### src/rtl/decoder16_scan_seq_pkg.sv
// Shared definitions for the decoder16 scan sequencer: state encoding and
// default widths used by the sequencer top and its dwell counter.
package decoder16_scan_seq_pkg;

    // Default select width; the downstream decoder has 2**N outputs.
    localparam int N_DEF       = 4;

    // Default width of the dwell counter and of the dwell input.
    localparam int DWELL_W_DEF = 8;

    // Sequencer states, binary encoded.
    //   ST_IDLE : waiting for start, outputs quiet (sel holds last value)
    //   ST_RUN  : stepping sel from first to last
    //   ST_FIN  : one-cycle completion state that carries the done pulse
    typedef enum logic [1:0] {
        ST_IDLE = 2'd0,
        ST_RUN  = 2'd1,
        ST_FIN  = 2'd2
    } state_t;

endpackage : decoder16_scan_seq_pkg

### src/rtl/scan_dwell_cnt.sv
// Dwell counter for the scan sequencer. Counts up while enabled, returns to
// zero on clear, and flags terminal count when the count equals the limit.
module scan_dwell_cnt #(
    parameter int W = 8
) (
    input  logic         i_clk,
    input  logic         i_rst_n,
    input  logic         i_clr,
    input  logic         i_en,
    input  logic [W-1:0] i_limit,
    output logic         o_tc
);

    logic [W-1:0] r_cnt;

    // Count register: clear wins over enable; the sequencer clears on every
    // index change, so the count never runs past the limit.
    always_ff @(posedge i_clk or negedge i_rst_n) begin
        if (!i_rst_n) begin
            r_cnt <= '0;
        end else if (i_clr) begin
            r_cnt <= '0;
        end else if (i_en) begin
            r_cnt <= r_cnt + {{(W-1){1'b0}}, 1'b1};
        end
    end

    // Terminal count: the current index has been held for limit+1 cycles
    // once this is seen in the cycle the index was loaded plus limit more.
    always_comb begin
        o_tc = (r_cnt == i_limit);
    end

endmodule : scan_dwell_cnt

### src/rtl/decoder16_scan_seq.sv
// Scan sequencer feeding decoder16: steps a registered index from first to
// last, holding each value dwell+1 clocks, in one-shot or looping mode.
//
// Output qualifier: sel_valid is a pure valid with no ready. While sel_valid
// is high, sel (and the decoder output it drives) names the active index;
// while it is low, sel may hold a stale value and must be ignored. step marks
// each cycle in which sel has just taken a new value, and done marks the one
// cycle after a one-shot scan finishes. All outputs come straight from flops.
import decoder16_scan_seq_pkg::*;

module decoder16_scan_seq #(
    parameter int N       = N_DEF,
    parameter int DWELL_W = DWELL_W_DEF
) (
    input  logic               clk,
    input  logic               rst_n,
    input  logic               start,
    input  logic               stop,
    input  logic               mode_loop,
    input  logic [N-1:0]       first,
    input  logic [N-1:0]       last,
    input  logic [DWELL_W-1:0] dwell,
    output logic [N-1:0]       sel,
    output logic               sel_valid,
    output logic               step,
    output logic               busy,
    output logic               done,
    output state_t             dbg_state
);

    // State and output registers.
    state_t             r_state;
    logic [N-1:0]       r_sel;
    logic               r_sel_valid;
    logic               r_step;
    logic               r_busy;
    logic               r_done;

    // Configuration captured when a scan starts; inputs are ignored after.
    logic [N-1:0]       r_first_q;
    logic [N-1:0]       r_last_q;
    logic [DWELL_W-1:0] r_dwell_q;
    logic               r_loop_q;

    // Next-state and control terms from the FSM decode.
    state_t             w_state_nxt;
    logic [N-1:0]       w_sel_nxt;
    logic               w_sel_valid_nxt;
    logic               w_step_nxt;
    logic               w_busy_nxt;
    logic               w_done_nxt;
    logic               w_capture;
    logic               w_cnt_clr;
    logic               w_cnt_en;
    logic               w_tc;
    logic [N-1:0]       w_sel_inc;

    // Dwell timing for the index currently on sel.
    scan_dwell_cnt #(
        .W (DWELL_W)
    ) u_dwell_cnt (
        .i_clk   (clk),
        .i_rst_n (rst_n),
        .i_clr   (w_cnt_clr),
        .i_en    (w_cnt_en),
        .i_limit (r_dwell_q),
        .o_tc    (w_tc)
    );

    // Next index with natural modulo-2**N wrap, so first>last scans through 0.
    always_comb begin
        w_sel_inc = r_sel + {{(N-1){1'b0}}, 1'b1};
    end

    // FSM next-state and next-output decode. stop outranks both start and
    // an index advance; start is only looked at in IDLE.
    always_comb begin
        w_state_nxt     = r_state;
        w_sel_nxt       = r_sel;
        w_sel_valid_nxt = r_sel_valid;
        w_step_nxt      = 1'b0;
        w_busy_nxt      = r_busy;
        w_done_nxt      = 1'b0;
        w_capture       = 1'b0;
        w_cnt_clr       = 1'b0;
        w_cnt_en        = 1'b0;

        case (r_state)
            ST_IDLE: begin
                w_cnt_clr = 1'b1;
                if (start && !stop) begin
                    w_capture       = 1'b1;
                    w_state_nxt     = ST_RUN;
                    w_sel_nxt       = first;
                    w_sel_valid_nxt = 1'b1;
                    w_busy_nxt      = 1'b1;
                    w_step_nxt      = 1'b1;
                end
            end

            ST_RUN: begin
                if (stop) begin
                    // Abort: sel keeps its value, no done pulse.
                    w_state_nxt     = ST_IDLE;
                    w_sel_valid_nxt = 1'b0;
                    w_busy_nxt      = 1'b0;
                    w_cnt_clr       = 1'b1;
                end else if (w_tc) begin
                    w_cnt_clr = 1'b1;
                    if (r_sel != r_last_q) begin
                        w_sel_nxt  = w_sel_inc;
                        w_step_nxt = 1'b1;
                    end else if (r_loop_q) begin
                        w_sel_nxt  = r_first_q;
                        w_step_nxt = 1'b1;
                    end else begin
                        // One-shot complete: sel holds last, done for one cycle.
                        w_state_nxt     = ST_FIN;
                        w_sel_valid_nxt = 1'b0;
                        w_busy_nxt      = 1'b0;
                        w_done_nxt      = 1'b1;
                    end
                end else begin
                    w_cnt_en = 1'b1;
                end
            end

            ST_FIN: begin
                w_cnt_clr   = 1'b1;
                w_state_nxt = ST_IDLE;
            end

            default: begin
                w_cnt_clr       = 1'b1;
                w_state_nxt     = ST_IDLE;
                w_sel_valid_nxt = 1'b0;
                w_busy_nxt      = 1'b0;
            end
        endcase
    end

    // State and output registers; reset clears everything immediately.
    always_ff @(posedge clk or negedge rst_n) begin
        if (!rst_n) begin
            r_state     <= ST_IDLE;
            r_sel       <= '0;
            r_sel_valid <= 1'b0;
            r_step      <= 1'b0;
            r_busy      <= 1'b0;
            r_done      <= 1'b0;
        end else begin
            r_state     <= w_state_nxt;
            r_sel       <= w_sel_nxt;
            r_sel_valid <= w_sel_valid_nxt;
            r_step      <= w_step_nxt;
            r_busy      <= w_busy_nxt;
            r_done      <= w_done_nxt;
        end
    end

    // Configuration capture on an accepted start.
    always_ff @(posedge clk or negedge rst_n) begin
        if (!rst_n) begin
            r_first_q <= '0;
            r_last_q  <= '0;
            r_dwell_q <= '0;
            r_loop_q  <= 1'b0;
        end else if (w_capture) begin
            r_first_q <= first;
            r_last_q  <= last;
            r_dwell_q <= dwell;
            r_loop_q  <= mode_loop;
        end
    end

    // Registered outputs straight to the ports.
    always_comb begin
        sel       = r_sel;
        sel_valid = r_sel_valid;
        step      = r_step;
        busy      = r_busy;
        done      = r_done;
        dbg_state = r_state;
    end

endmodule : decoder16_scan_seq

### config.mk
export PLATFORM = sky130hd
export DESIGN_NAME = decoder16_scan_seq
export DESIGN_NICKNAME = d
export VERILOG_FILES = /design/src/rtl/decoder16_scan_seq_pkg.sv /design/src/rtl/scan_dwell_cnt.sv /design/src/rtl/decoder16_scan_seq.sv
export SDC_FILE = /design/constraint.sdc
export NUM_CORES = 1
export LEC_CHECK = 0
export BUFFER_PORTS_ARGS = -buffer_cell sky130_fd_sc_hd__buf_2
export CORE_AREA = 2 2 59 61
export CTS_CLUSTER_DIAMETER = 60
export CTS_CLUSTER_SIZE = 30
export DETAILED_ROUTE_END_ITERATION = 8
export DIE_AREA = 0 0 61 63
export PLACE_DENSITY = 0.75
export SETUP_SLACK_MARGIN = 0.02
export SKIP_LAST_GASP = 1
export SLEW_MARGIN = 30
export SYNTH_ARGS = -nofsm -noshare
export SYNTH_HDL_FRONTEND = slang
export SYNTH_SLANG_ARGS = --single-unit
### constraint.sdc
create_clock -name clk -period 1.8 [get_ports clk]
set_input_delay 0.09 -clock clk [delete_from_list [all_inputs] [get_ports clk]]
set_output_delay 0.09 -clock clk [all_outputs]
set_load 0.02 [all_outputs]
==> flow_metrics.py <==
metrics = {
    "status": {
        "status": "completed",
    },
    "floorplanning": {
        "pin_count": 31,
        "floorplan.initialDensity_pct": 50.9,
        "die-height_um": 63,
        "fp.dieArea_sq_um": 3840,
        "chipWidth_um": 61,
        "placement_rows": 21,
        "core_region_area_sq_um": 3230,
    },
    "yosys": {
        "synth_sequential_area_ratio_pct": 51.7,
        "synth.distinct_cells": 31,
        "syn-mean-instance-area_sq_um": 12.9,
        "synthesis.nets": 151,
        "synth_cells": 128,
        "synth.yosys.warnings": 0,
        "synth_enable_flop_cells": 0,
        "yosys_register_bits": 34,
        "syn_area_sq_um": 1650,
        "synth-async-reset-ratio_pct": 100,
        "synthFlopType": "dfrtp_1",
    },
    "place": {
        "finalWeightedCongestion": 0.799,
        "io_buf_count": 30,
        "placement.setup.worst_slack_ps": 9.99,
        "post-dp-hpwl_mm": 2.30,
    },
    "critical_path": {
        "worstPathCellList": "xor2_2 -> nor4_4 -> nand3_2 -> o21bai_4 -> mux2_4",
        "arrival_ps": 1990,
        "timing.critical_path.required_ps": 2030,
        "worst_setup_path_start_kind": "register",
        "crit_slowest_cell": "dfrtp_1",
        "critPathCaptureType": "register",
        "critPathMaxFanout": 5,
        "setup_cp_type": "register to register",
        "slowest_delay_ps": 430,
    },
    "sta": {
        "clock-skew-final_ps": 13.2,
        "timing.max_slew.rel_slack_pct": 50.3,
        "setup_viol": 0,
        "tightestPinTransition_ps": 746,
        "grt_setup_unrepaired": "true",
        "layout_worst_path_cycle_share_pct": 97.7,
        "setup_ws_ps": 41.2,
        "fmax_ghz": 0.569,
        "timing.final.hold_violations": 0,
        "layout_min_cycle_time_ps": 1760,
        "drv_slew": 0,
    },
    "routing": {
        "vias_per_cell": 5.00,
        "iteration_0_drc_count_of_the_detailed_router": 21,
        "totalWireLength_mm": 3.22,
        "routed_wire_per_std_cell_um": 13.7,
        "first_pass_iters": 4,
        "drc": 0,
        "ant_nets": 0,
        "vias": 1180,
    },
    "power": {
        "p_leak_nw": 1.04,
        "max-vdd-ir-drop_mv": 0.982,
        "pwr_density_cell_nw_per_um2": 1480,
    },
    "finish": {
        "layout.cells.most_common": "dfrtp_1",
        "final_cell_mix": "33 x dfrtp_1, 30 x buf_2, 18 x dlygate4sd3_1",
        "fin_util_pct": 67.9,
        "area_growth_syn_to_layout_pct": 33.3,
        "final_net_count": 213,
        "final_layout_size_suffix_gt1_share_pct": 42.6,
        "antenna_cells_inserted": 0,
    },
    "global_route": {
        "first_global_vias": 1214,
        "grt_start_max_net_pins": 35,
        "gr-total-overflow": 0,
        "grt_util_all_layers_pct": 19.4,
        "first_pass_grt_wire_length_mm": 5.42,
        "antenna_found_initial": 0,
    },
    "cts": {
        "insertion_delay_ps": 340,
        "cts.reportedPaths.clkPinSlew_ps": 100,
        "clock_sinks": 34,
        "cts_tree": "built",
        "clk_root_buffer_cell": "clkbuf_4",
        "tritoncts.num_buffers": 5,
        "cts_max_path_buffers": 2,
        "clock_tree.htree_level_count": 2,
    },
    "min_path": {
        "hold_path_class": "primary input to register",
    },
    "run": {
        "drv.max_cap_violation_count": 0,
    },
}
[per-stage QoR]
| step | hold slack [ps] | setup TNS, ps | cell area (sq um) | cells | power, mW |
|---|---|---|---|---|---|
| floorplan | -206 | 0 | 1650 | 128 | 2.21 |
| global placement | 191 | 0 | 1890 | 207 | 2.51 |
| detailed placement | 199 | 0 | 1890 | 207 | 2.60 |
| CTS | 144 | 0 | 2180 | 235 | 3.24 |
| global route | 166 | -80.0 | 2190 | 236 | 3.46 |
| finish | 165 | 0 | 2190 | 236 | 3.24 |
[per-layer routing]
layer	vias to the layer above	GRT usage [%]	share of wire [%]
met5	-	0	0
met4	0	8.15	2.3
met3	9	6.21	4.5
met2	34	31.7	54
met1	572	22.9	39
li1	565	-	-
[cell families (layout without fill, tap and decap cells)]
family	after synthesis	in the layout	synth area share [%]
DFF	34	34	51.7
and+or+nand+nor	34	34	12.8
muxes	24	24	17.1
AOI/OAI and AO/OA	8	8	3.88
adders and majority gates	2	2	1.52
buffers and inverters	6	68	2.35
xor gates and xnor gates	20	20	10.6
[where the power goes]
part           internal (mW)  leakage [nW]  total (mW)  switching [mW]
logic                  0.712         0.572        1.41           0.698
registers               1.04         0.425        1.26           0.221
clock network          0.323        0.0443       0.571           0.247
[path summary, 6_finish.rpt]
| kind | startpoint | end | slack (ps) | cells past startpoint |
|---|---|---|---|---|
| min | stop | u_dwell_cnt.r_cnt[1]$_DFFE_PN0P_ | 160 | 3 |
| min reg2reg | busy$_DFFE_PN0P_ | busy$_DFFE_PN0P_ | 500 | 1 |
| max in group asynchronous | rst_n | u_dwell_cnt.r_cnt[0]$_DFFE_PN0P_ | 930 | 2 |
| min in group asynchronous | rst_n | done$_DFF_PN0_ | 350 | 2 |
| max reg2reg | r_dwell_q[0]$_DFFE_PN0P_ | sel[1]$_DFFE_PN0P_ | 40 | 5 |
| max | r_dwell_q[0]$_DFFE_PN0P_ | sel[1]$_DFFE_PN0P_ | 40 | 5 |
[cells in the mapped netlist, types with 2 or more instances]
cell	count	area share (%)
dfrtp_1	34	52
nor3_1	2	0.61
ha_1	2	1.5
mux2_4	4	3.6
nand3_1	7	2.1
nor2_1	10	2.3
nor4_4	2	2.6
mux2_2	17	12
nand2_1	4	0.91
xor2_1	14	7.4
o21ai_0	4	1.2
buf_4	2	0.91
xnor2_1	6	3.2
mux2i_1	3	1.8
[timing repair]
item | in CTS | in global routing
buffers inserted | 3 | 1
setup endpoints to repair | 4 | 5
gates resized for setup | 2 | 1
pin swaps | 3 | 1
hold buffers | 18 | 0
endpoints found under the hold margin | 51 | 0
[registers in the layout, indices dropped and copies added (netlist names), 2 cells and up]
| name | flops |
|---|---|
| dbg_state | 2 |
| sel | 4 |
| u_dwell_cnt.r_cnt | 8 |
| r_dwell_q | 8 |
| r_last_q | 4 |
| r_first_q | 4 |
[final cells by class]
cell class | count | area, sq um
inverters | 1 | 3.75
clock inverters | 1 | 30.0
clock buffers | 6 | 51.3
fillers | 239 | 1040
well taps | 46 | 57.6
repair buffers | 60 | 420
multi-input cells | 88 | 779
flip-flops and latches | 34 | 852
[critical path: cells and delay by family, from the launching register on]
kind,cells,cell delay (ps)
muxes,1,330
and+or+nand+nor,2,470
DFF,1,430
AOI/OAI and AO/OA,1,240
xor gates and xnor gates,1,210
Power figures use the tool's default switching activity.
